==> src/rtl/audio_pkg.sv <==
// audio_pkg: shared sample/stereo types and writer FSM states for the codec output path
package audio_pkg;
  localparam int SAMPLE_W = 24;
  typedef logic signed [SAMPLE_W-1:0] sample_t;
  typedef struct packed {
    sample_t l;
    sample_t r;
  } stereo_t;
  typedef enum logic {PRIME, STREAM} wr_state_t;
endpackage

==> src/rtl/codec_writer_if.sv <==
// codec_writer_if: input pair handshake (sample_valid/left_in/right_in/in_ready) and codec write port (write_ready/write/writedata_*)
interface codec_writer_if;
  import audio_pkg::*;
  logic sample_valid;
  sample_t left_in;
  sample_t right_in;
  logic in_ready;
  logic write_ready;
  logic write;
  sample_t writedata_left;
  sample_t writedata_right;
  modport master (
    output sample_valid, left_in, right_in, write_ready,
    input in_ready, write, writedata_left, writedata_right
  );
  modport slave (
    input sample_valid, left_in, right_in, write_ready,
    output in_ready, write, writedata_left, writedata_right
  );
endinterface

==> src/rtl/stereo_fifo.sv <==
// stereo_fifo: show-ahead stereo FIFO; push/pop/din in, dout (head)/full/empty/level out, async reset of pointers
module stereo_fifo
  import audio_pkg::*;
#(
  parameter int DEPTH = 16,
  localparam int AW = $clog2(DEPTH)
) (
  input  logic        CLOCK_50,
  input  logic        reset,
  input  logic        push,
  input  logic        pop,
  input  stereo_t     din,
  output stereo_t     dout,
  output logic        full,
  output logic        empty,
  output logic [AW:0] level
);
  stereo_t mem [DEPTH];
  logic [AW:0] wp, rp;
  always_ff @(posedge CLOCK_50 or posedge reset)
    if (reset) begin
      wp <= '0;
      rp <= '0;
    end else begin
      if (push) wp <= wp + (AW+1)'(1);
      if (pop) rp <= rp + (AW+1)'(1);
    end
  always_ff @(posedge CLOCK_50)
    if (push) mem[wp[AW-1:0]] <= din;
  assign level = wp - rp;
  assign full  = level == (AW+1)'(DEPTH);
  assign empty = level == '0;
  assign dout  = mem[rp[AW-1:0]];
endmodule

==> src/rtl/codec_writer.sv <==
// codec_writer: primes a stereo FIFO then streams pairs to the codec; bus (codec_writer_if.slave), level/streaming status, underrun/overflow saturating counters
module codec_writer
  import audio_pkg::*;
#(
  parameter int DEPTH       = 16,
  parameter int PRIME_LEVEL = 8,
  parameter int REPEAT_LAST = 1,
  parameter int CNT_W       = 16,
  localparam int AW = $clog2(DEPTH)
) (
  input  logic               CLOCK_50,
  input  logic               reset,
  codec_writer_if.slave      bus,
  output logic [AW:0]        level,
  output logic               streaming,
  output logic [CNT_W-1:0]   underrun_count,
  output logic [CNT_W-1:0]   overflow_count
);
  wr_state_t state;
  stereo_t head, last_pair, held, cur;
  logic full, empty, push, pop, fill;
  assign push          = bus.sample_valid && !full;
  assign bus.in_ready  = !full;
  assign streaming     = state == STREAM;
  // write follows write_ready combinationally; async reset forces PRIME so write drops at once
  assign bus.write     = streaming && bus.write_ready;
  assign pop           = bus.write && !empty;
  assign fill          = bus.write && empty;
  assign cur           = empty ? (REPEAT_LAST != 0 ? last_pair : '0) : head;
  // held keeps the last value driven so the bus is stable while the codec stalls
  assign {bus.writedata_left, bus.writedata_right} = bus.write ? cur : held;
  stereo_fifo #(.DEPTH(DEPTH)) u_fifo (
    .CLOCK_50 (CLOCK_50),
    .reset    (reset),
    .push     (push),
    .pop      (pop),
    .din      ({bus.left_in, bus.right_in}),
    .dout     (head),
    .full     (full),
    .empty    (empty),
    .level    (level)
  );
  always_ff @(posedge CLOCK_50 or posedge reset)
    if (reset) begin
      state          <= PRIME;
      last_pair      <= '0;
      held           <= '0;
      underrun_count <= '0;
      overflow_count <= '0;
    end else begin
      if (bus.write) held <= cur;
      if (pop) last_pair <= head;
      if (fill && !(&underrun_count)) underrun_count <= underrun_count + CNT_W'(1);
      if (bus.sample_valid && full && !(&overflow_count)) overflow_count <= overflow_count + CNT_W'(1);
      state <= streaming ? (fill ? PRIME : STREAM)
                         : (int'(level) + int'(push) >= PRIME_LEVEL ? STREAM : PRIME);
    end
endmodule

==> src/flat_wrapper.sv <==
// flat-port wrapper written by rule: the top's interface ports become plain ports
module codec_writer_flat import audio_pkg::*;
#(
  parameter int DEPTH       = 16,
  parameter int PRIME_LEVEL = 8,
  parameter int REPEAT_LAST = 1,
  parameter int CNT_W       = 16,
  localparam int AW = $clog2(DEPTH)
)
  (CLOCK_50, reset, level, streaming, underrun_count, overflow_count, bus_sample_valid, bus_left_in, bus_right_in, bus_write_ready, bus_in_ready, bus_write, bus_writedata_left, bus_writedata_right);
  codec_writer_if bus_i ();
  input  logic CLOCK_50;
  input  logic reset;
  output logic [AW:0] level;
  output logic streaming;
  output logic [CNT_W-1:0] underrun_count;
  output logic [CNT_W-1:0] overflow_count;
  input wire logic [$bits(bus_i.sample_valid)-1:0] bus_sample_valid;
  input wire logic [$bits(bus_i.left_in)-1:0] bus_left_in;
  input wire logic [$bits(bus_i.right_in)-1:0] bus_right_in;
  input wire logic [$bits(bus_i.write_ready)-1:0] bus_write_ready;
  output wire logic [$bits(bus_i.in_ready)-1:0] bus_in_ready;
  output wire logic [$bits(bus_i.write)-1:0] bus_write;
  output wire logic [$bits(bus_i.writedata_left)-1:0] bus_writedata_left;
  output wire logic [$bits(bus_i.writedata_right)-1:0] bus_writedata_right;
  assign bus_i.sample_valid = bus_sample_valid;
  assign bus_i.left_in = bus_left_in;
  assign bus_i.right_in = bus_right_in;
  assign bus_i.write_ready = bus_write_ready;
  assign bus_in_ready = bus_i.in_ready;
  assign bus_write = bus_i.write;
  assign bus_writedata_left = bus_i.writedata_left;
  assign bus_writedata_right = bus_i.writedata_right;
  codec_writer #(.DEPTH(DEPTH), .PRIME_LEVEL(PRIME_LEVEL), .REPEAT_LAST(REPEAT_LAST), .CNT_W(CNT_W)) u_core (.CLOCK_50(CLOCK_50), .reset(reset), .bus(bus_i), .level(level), .streaming(streaming), .underrun_count(underrun_count), .overflow_count(overflow_count));
endmodule
==> config.mk <==
export PLATFORM = sky130hd
export DESIGN_NAME = codec_writer_flat
export DESIGN_NICKNAME = d
export VERILOG_FILES = /design/src/rtl/audio_pkg.sv /design/src/rtl/codec_writer_if.sv /design/src/rtl/stereo_fifo.sv /design/src/rtl/codec_writer.sv /design/src/flat_wrapper.sv
export SDC_FILE = /design/constraint.sdc
export NUM_CORES = 1
export LEC_CHECK = 0
export CAP_MARGIN = 30
export CORE_AREA = 2 2 354 251
export CTS_CLUSTER_DIAMETER = 120
export DETAILED_ROUTE_END_ITERATION = 8
export DIE_AREA = 0 0 356 253
export PLACE_DENSITY = 0.64
export SLEW_MARGIN = 20
export SYNTH_ARGS = -nofsm -noshare
export SYNTH_HDL_FRONTEND = slang
export SYNTH_SLANG_ARGS = --single-unit
export TNS_END_PERCENT = 100
==> constraint.sdc <==
create_clock -name CLOCK_50 -period 12 [get_ports CLOCK_50]
set_input_delay 3.6 -clock CLOCK_50 [delete_from_list [all_inputs] [get_ports CLOCK_50]]
set_output_delay 3.6 -clock CLOCK_50 [all_outputs]
set_load 0.02 [all_outputs]
# After elaboration in Yosys (flattened, before gate mapping)
# Memories as Yosys holds them, arrays and structs flattened.
# Cells that the tools add are included.
# classes
n_shift	0
bitwise_logic	0
order_cmp	1
n_mux	7
n_reduce_logical	14
n_eq_ne	1
div_mod_pow	0
mul	0
addsub	6
# op_table
operator	count
48-bit 2-to-1 mux	2
16-bit by 1-bit adder with 16-bit output (second input constant)	2
32-bit by 5-bit >= comparator with 1-bit output (second input constant)	1
16-bit AND reduction	2
5-bit by 1-bit adder with 5-bit output (second input constant)	2
1-bit logical AND	7
5-bit by 1-bit adder with 6-bit output	1
5-bit == test (second input constant)	1
5-bit zero test	1
1-bit 2-to-1 mux	5
5-bit subtractor	1
1-bit zero test	4
# word_totals
ram_bits	768
inputBits	52
reg_bits	139
wordCells	39
rom_bits	0
n_memories	1
latch_bits	0
# memory_table
memory	words	width	read_ports	rd_ports_with_merged_regs	write_ports	line_no	text
u_core.u_fifo.mem	16	48	1	0	1	stereo_fifo.sv:18	stereo_t mem [DEPTH];

# Longest topological paths before layout
# Gate-level depths: netlist (run 1).
# logic_depth
depth_word	8
mapped_depth	12
mapped_depth_nobuf	10

# Cells and area by module
# From an unflattened synthesis (run 1), not the netlist that was laid out.
# unflattened
cells_unflattened	1935
hier_area_um2	35909.4
# by_module_without_submodules
mod	area_each_um2	instances	seq_area_each_um2	cells_per_inst
stereo_fifo	30255.3	1	23312.4	1369
codec_writer	5654.2	1	3228.1	566

# Least setup slack after synthesis (run 1)
# No wires, ideal clock.
# synth_path
path_type	input-to-output
startpoint	input port bus_write_ready
endpoint	output port bus_writedata_left[14]
stages	7
slack_ps	3551
arrival_ps	4849
required_ps	8400
cell_sequence	nand2_1 -> inv_2 -> and2_1 -> clkbuf_1 -> buf_4 -> buf_6 -> a221o_1
# synth_via
elab_chain_len	2
# synth_rtl
element	line_no	text
from (decl)	flat_wrapper.sv:21	input wire logic [$bits(bus_i.write_ready)-1:0] bus_write_ready;
1-bit logical AND	codec_writer.sv:26	assign bus.write = streaming && bus.write_ready;
net bus_write	flat_wrapper.sv:23	output wire logic [$bits(bus_i.write)-1:0] bus_write;
48-bit 2-to-1 mux	-	
to (decl)	flat_wrapper.sv:24	output wire logic [$bits(bus_i.writedata_left)-1:0] bus_writedata_left;
# The timed path passes the listed nets, and every way through them passes these cells.

# Worst setup path in the final report (run 1)
# layout_path
startpoint	input port bus_write_ready
endpoint	output port bus_writedata_right[16]
# layout_via
elab_chain_len	2
# layout_rtl
element	line_no	text
1-bit logical AND	codec_writer.sv:26	
48-bit 2-to-1 mux	-	
to (decl)	flat_wrapper.sv:25	output wire logic [$bits(bus_i.writedata_right)-1:0] bus_writedata_right;
# Every way passes these cells.

==> results of run 1 <==
==> cell usage after synthesis <==
master	number	area [sq um]
nor3b_1	2	15.01
nor4_1	50	312.8
o21ai_1	1	5.000
buf_2	27	135.1
a211oi_2	1	12.51
nand3b_1	2	15.01
nand2_1	24	90.09
edfxtp_1	768	23060
xnor2_1	27	236.5
and4_1	3	26.28
xor2_1	14	122.6
nand2b_1	4	25.02
nor2_1	22	82.58
buf_1	6	22.52
a21oi_1	4	20.02
a211o_1	1	8.760
nand3_1	23	115.1
o22ai_1	96	600.6
inv_1	5	18.77
nor4_2	4	50.05
mux2_1	4	45.04
mux2_2	1	11.26
or3_1	2	12.51
buf_4	19	142.6
inv_2	5	18.77
and3_1	10	62.56
or2_1	1	6.260
nand4b_1	1	8.760
nand4_1	14	87.58
dfrtp_1	139	3478
ha_1	12	150.1
fa_1	1	20.02
buf_6	1	11.26
a221o_1	48	480.5
nor4b_1	3	26.28
clkbuf_1	46	172.7
nor2b_1	1	6.260
mux4_2	192	4324
a2bb2oi_1	1	8.760
nor3_1	8	40.04
and2_1	2	12.51
a21o_1	48	360.4
==> cells by family after synthesis <==
| family | Yosys count |
|---|---|
| flip-flops | 907 |
| AO/OA/AOI/OAI | 200 |
| AND/OR/NAND/NOR | 176 |
| XOR/XNOR | 41 |
| multiplexers | 197 |
| adder cells (fa/ha/maj) | 13 |
| buffers and inverters | 109 |
==> metrics by stage <==
stage	instances	instance area, sq um	power (uW)
final	3044	40380	10250
after detailed placement	2873	37240	7511
after CTS	3038	40220	10350
after global placement	2872	37220	7429
after floorplan	1643	34460	6303
after global routing	3044	40380	10720
==> layout make-up <==
cell class                 instances  area, sq um
clock buffer                     114         2447
clock inverter                    51        528.0
fill                            7207        46600
inverter                          10        42.54
multi-input combinational        627         7574
sequential                       907        26550
tap                             1162         1454
timing repair buffer             173         1787
==> routing by layer <==
metal  global-route usage [%]  wire, microns  up-vias
met4                    4.111           1253       12
met1                    25.57          35470     9269
met2                    29.15          39230      476
met5                        0             73        -
li1                         -              -     7248
met3                    3.510           4468      105
==> registers in the layout, indices dropped and copies added, names as in the netlist <==
name,flops
u_core.overflow_count,16
u_core.u_fifo.rp,5
u_core.underrun_count,16
u_core.held,48
u_core.last_pair,48
u_core.u_fifo.mem,768
u_core.u_fifo.wp,5
u_core.streaming,1
==> worst max-delay path, stage by stage <==
cell and delay [ps]:
clkdlybuf4s50_1 440, nand2_4 330, buf_4 750, nor4_1 220, a221o_1 340, clkdlybuf4s50_1 560
==> worst max path at each step <==
stage                                          to  slack (ps)  depth (start not counted)
after floorplan            bus_writedata_left[14]        3550                          7
final                     bus_writedata_right[16]        2080                          6
after global placement      bus_writedata_left[0]        2170                          6
after CTS                 bus_writedata_right[16]        2040                          6
after detailed placement  bus_writedata_right[16]        2040                          6
after global routing      bus_writedata_right[20]        1920                          6
==> report_power, final <==
part	internal (uW)	switching (uW)	total, uW
clock network	1640	1190	2830
registers	3920	264	4190
logic	1430	1800	3230
==> results.md, run 1 <==
* Hold WS at 475.3 ps
* Skew-Pair Late Insertion Delay at 640 ps
* Setup TNS at 0 ps
* Clock transition at path regs at 60 ps
* Hold Path Cell Cnt at 1
* IO Port Bufs at 139
* Worst Path Class, Setup: in -> out
* Final hold viol count at 0
* Xor and xnor area share after synthesis at 1.042%
* Internal reg-to-reg setup slack at 6970 ps
* Die area at 90070 sq um
* Post-layout min period at 9924 ps
* Fmax at 0.1008 GHz
* Antenna violations before repair at 7
* Die height at 253 microns
* RR Startpoint: u_core.u_fifo.rp[1]
* DR vias/cell at 5.621
* Core Rows at 91
* Root Driver: clkbuf_16
* Vias post-DR at 17110
* Largest family of logic cells by synthesized area: multiplexers
* VDD IR-drop max at 0.1901 mV
* Global-route wire length before repair at 119500 microns
* Net Count, Synth at 1708
* Die X-Extent at 356 microns
* Gates resized, CTS repair at 0
* Reg2reg end: u_core.u_fifo.mem[14][0]
* Mux cell area share after synthesis at 12.71%
* # DRC at 0
* Final setup viols at 0
* Io pins at 140
* Pre-Repair DR Iteration Count at 5
* Most common cell after layout, fill and taps aside: edfxtp_1
* # Post-CTS Setup Buffers at 0
* Cells after Synth at 1643
* CORE AREA at 86990 sq um
* Crit path from: bus_write_ready
* Max Cap Violations at 0
* Worst-margin pin slew at 1001 ps
* CP Capture Type: output port
* Average wire per standard cell at 26.45 microns
* Synth Area in Compound Gates at 4.342%
* Mapped Avg Cell Area at 20.98 sq um
* Area growth from synthesis to layout at 17.18%
* #FFs+latches synth at 907
* Clock skew at 30.16 ps
* RD Place Congestion at 0.7582
* Reg2reg path depth at 10
* TritonCTS clock tree: built
* # H-tree levels at 3
* 1st-iter DRT viols at 1720
* Share of post-route cells with drive strength above 1 at 21.41%
* Synth Area in Adders at 0.4938%
* Diode count at 0
* Gr ovfl total at 0
* Dpl hpwl at 41580 microns
* Worst hold start: u_core.last_pair[23]
* Yosys warns at 0
* Required @ worst endpoint at 8400 ps
* Dpl ws at 2038 ps
* Initial Util at 39.62%
* Commonest cells after routing, fill and taps aside: 768 x edfxtp_1, 192 x mux4_2, 139 x clkdlybuf4s50_1
* CP arrival at 6320 ps
* Pin count of the biggest net entering global routing at 85
* Number of library cell types mapped by synthesis at 42
* RSZ-0062 raised after global routing: false
* Status: complete, no violations
* Vias in the first global route at 17800
* Post-Synth Simple-Gate Area at 2.886%
* Critical Path Fanout Max at 67
* Cts hold-fix bufs at 0
* Final WL at 80500 microns
* Max Slew Vio Count at 0
* Synth Cell Area at 34460 sq um
* All-Layer GR Usage at 18.08%
* CTS buffer count at 88
* Worst setup SP type: primary input
* Fin crit share at 82.70%
* Slew Limit Headroom at 33.25%
* Sink Count at 907
* Leakage at 0.01332 uW
* Register area share after synthesis at 77.01%
* Cell Pwr Density at 253.8 nW/um^2
* Post-layout util at 46.42%
* Min-delay worst type: reg -> reg
* Post-route setup slack at 2076 ps
* Hold Path End: u_core.last_pair[23]
* Antenna violation net count after detailed routing at 0
* Layout Nets at 1872
* Max clock buf depth at 3
No activity file was read; power rests on OpenSTA's default activity.
==> run 2: changes to the inputs <==
Clock period 12 ns to 9.6 ns, I/O delays scaled along.
==> results.md, run 2 (synthesis results as in run 1) <==
* Commonest cells after routing, fill and taps aside: 768 x edfxtp_1, 192 x mux4_2, 139 x clkdlybuf4s50_1
* Required @ worst endpoint at 6720 ps (-1680 ps)
* TritonCTS clock tree: built
* Clock skew at 32.22 ps (+2.069 ps)
* RR Startpoint: u_core.u_fifo.rp[1]
* Average wire per standard cell at 26.16 microns (-1.1%)
* Fmax at 0.1172 GHz
* Gr ovfl total at 0 (unchanged)
* # Post-CTS Setup Buffers at 0 (unchanged)
* Placed insts at 2878 (+0.17%)
* Vias in the first global route at 17730 (-0.38%)
* Worst Path Class, Setup: in -> out
* Die area at 90070 sq um (unchanged)
* Slew Limit Headroom at 33.11% (-0.14 points)
* Sink Count at 907 (unchanged)
* Final hold viol count at 0 (unchanged)
* Fin crit share at 88.90%
* CP arrival at 5650 ps (-670 ps)
* Post-layout min period at 8535 ps
* Min-delay worst type: reg -> reg
* CTS buffer count at 88 (unchanged)
* Layout Nets at 1873 (+0.053%)
* Final setup viols at 0 (unchanged)
* Reg2reg path depth at 9 (-1)
* Critical path's top delay family: buffers and inverters
* All-Layer GR Usage at 17.80% (-0.28 points)
* Vias post-DR at 17080 (-0.19%)
* Leakage at 0.01338 uW (+0.42%)
* Layout Cells excl Fill at 3046 (+0.066%)
* Internal reg-to-reg setup slack at 4660 ps (-2310 ps)
* RD Place Congestion at 0.7620 (+0.50%)
* Hold Path Cell Cnt at 1 (unchanged)
* IO Port Bufs at 139 (unchanged)
* # fillers at 7138 (-0.96%)
* Reg2reg end: u_core.u_fifo.mem[14][40]
* Skew-Pair Late Insertion Delay at 640 ps (about the same)
* Hold Path End: u_core.last_pair[13]
* Critical Path Fanout Max at 35 (-48%)
* Setup TNS at 0 ps (unchanged)
* Cts hold-fix bufs at 0 (unchanged)
* Max clock buf depth at 3 (unchanged)
* Antenna violations before repair at 10 (+3)
* Worst hold start: u_core.last_pair[13]
* Antenna violation net count after detailed routing at 0 (unchanged)
* Root Driver: clkbuf_16
* Pwr Total at 12900 uW (+26%)
* Cell Pwr Density at 318.9 nW/um^2 (+26%)
* Hold WS at 477.8 ps (+2.482 ps)
* Levels on crit path at 7 (+1)
* Worst setup SP type: primary input
* # DRC at 0 (unchanged)
* Crit path largest cell delay at 610 ps (-140 ps)
* Most frequent CP cell: clkdlybuf4s50_1
* RSZ-0062 raised after global routing: false
* Die height at 253 microns (unchanged)
* Pre-Repair DR Iteration Count at 5 (unchanged)
* Max Slew Vio Count at 0 (unchanged)
* Multi-input logic area at 7574 sq um (unchanged)
* Dpl hpwl at 42340 microns (+1.8%)
* Initial Util at 39.62% (unchanged)
* Core Rows at 91 (unchanged)
* Final WL at 79680 microns (-1.0%)
* Crit path buf inv count at 4 (+1)
* CORE AREA at 86990 sq um (unchanged)
* 1st-iter DRT viols at 1598 (-7.1%)
* Gates resized, CTS repair at 0 (unchanged)
* Die X-Extent at 356 microns (unchanged)
* Status: complete, no violations
* Share of post-route cells with drive strength above 1 at 21.16% (-0.25 points)
* Sequential cell area at 26550 sq um (unchanged)
* VDD IR-drop max at 0.2211 mV (+16%)
* Max reg flops at 768 (unchanged)
* Critical path's slowest cell: clkdlybuf4s50_1
* Worst-margin pin slew at 1003 ps (+2.124 ps)
* CP Capture Type: output port
* Cells along the critical path: clkdlybuf4s50_1 -> nand2_4 -> inv_2 -> and2_4 -> buf_4 -> a221o_1 -> clkdlybuf4s50_1
* Pin count of the biggest net entering global routing at 68 (-20%)
* Io pins at 140 (unchanged)
* # H-tree levels at 3 (unchanged)
* Max Cap Violations at 0 (unchanged)
* Clock transition at path regs at 60 ps (about the same)
* DR vias/cell at 5.607 (-0.25%)
* Area growth from synthesis to layout at 17.39%
* Most common cell after layout, fill and taps aside: edfxtp_1
* Global-route wire length before repair at 117700 microns (-1.4%)
==> run 2: changes by cell type in the layout (fill, tap and decap cells not counted), sizes merged <==
cell / change
buf: +1
clkinvlp: -6
inv: +3
bufinv: +6
clkbuf: -5
diode: +3
==> run 2: area by class of cell <==
| cell class | instances | share of cell area, % |
|---|---|---|
| inverter | 10 | 0.1052 |
| timing repair buffer | 174 | 4.367 |
| tap | 1162 | 3.594 |
| sequential | 907 | 65.63 |
| clock buffer | 109 | 5.919 |
| clock inverter | 54 | 1.645 |
| multi-input combinational | 627 | 18.72 |
| antenna | 3 | 0.01856 |
==> run 2: worst reg2reg max path, delay by kind of cell (launching register included) <==
kind,cells,cell delay (ps)
AND/OR/NAND/NOR,3,1460
buffers and inverters,3,1070
flip-flops,1,1000
adder cells (fa/ha/maj),1,470
XOR/XNOR,1,300
AO/OA/AOI/OAI,1,230
==> run 2: power breakdown <==
group	switching, uW	internal, uW	total (uW)
clock network	1450	2180	3630
logic	2270	1790	4060
registers	304	4900	5210
total	4030	8870	12900
==> run 2: worst max path at each step <==
stage / start / end / slack, ps
after global placement: bus_write_ready / bus_writedata_left[3] / 1130
after detailed placement: bus_write_ready / bus_writedata_left[10] / 1020
after global routing: bus_write_ready / bus_writedata_left[7] / 910
final: bus_write_ready / bus_writedata_left[8] / 1070
after CTS: bus_write_ready / bus_writedata_left[10] / 1010
after floorplan: bus_sample_valid / u_core.u_fifo.mem[3][0] / 2450
==> run 2: routing by layer <==
metal / track usage, % / vias to the layer above / routed length, microns
met5: 0 / - / 83
met4: 4.352 / 14 / 1580
met3: 3.654 / 116 / 5158
met2: 28.58 / 523 / 37880
met1: 25.02 / 9175 / 34980
li1: - / 7250 / -
==> run 2: per-stage QoR <==
stage	util [%]	worst slack [ps]	cell area (sq um)
final	46.51	1065	40460
after CTS	46.44	1007	40400
after detailed placement	42.93	1016	37340
after global routing	46.50	913.4	40450
after global placement	42.80	1129	37230
after floorplan	-	2453	34460
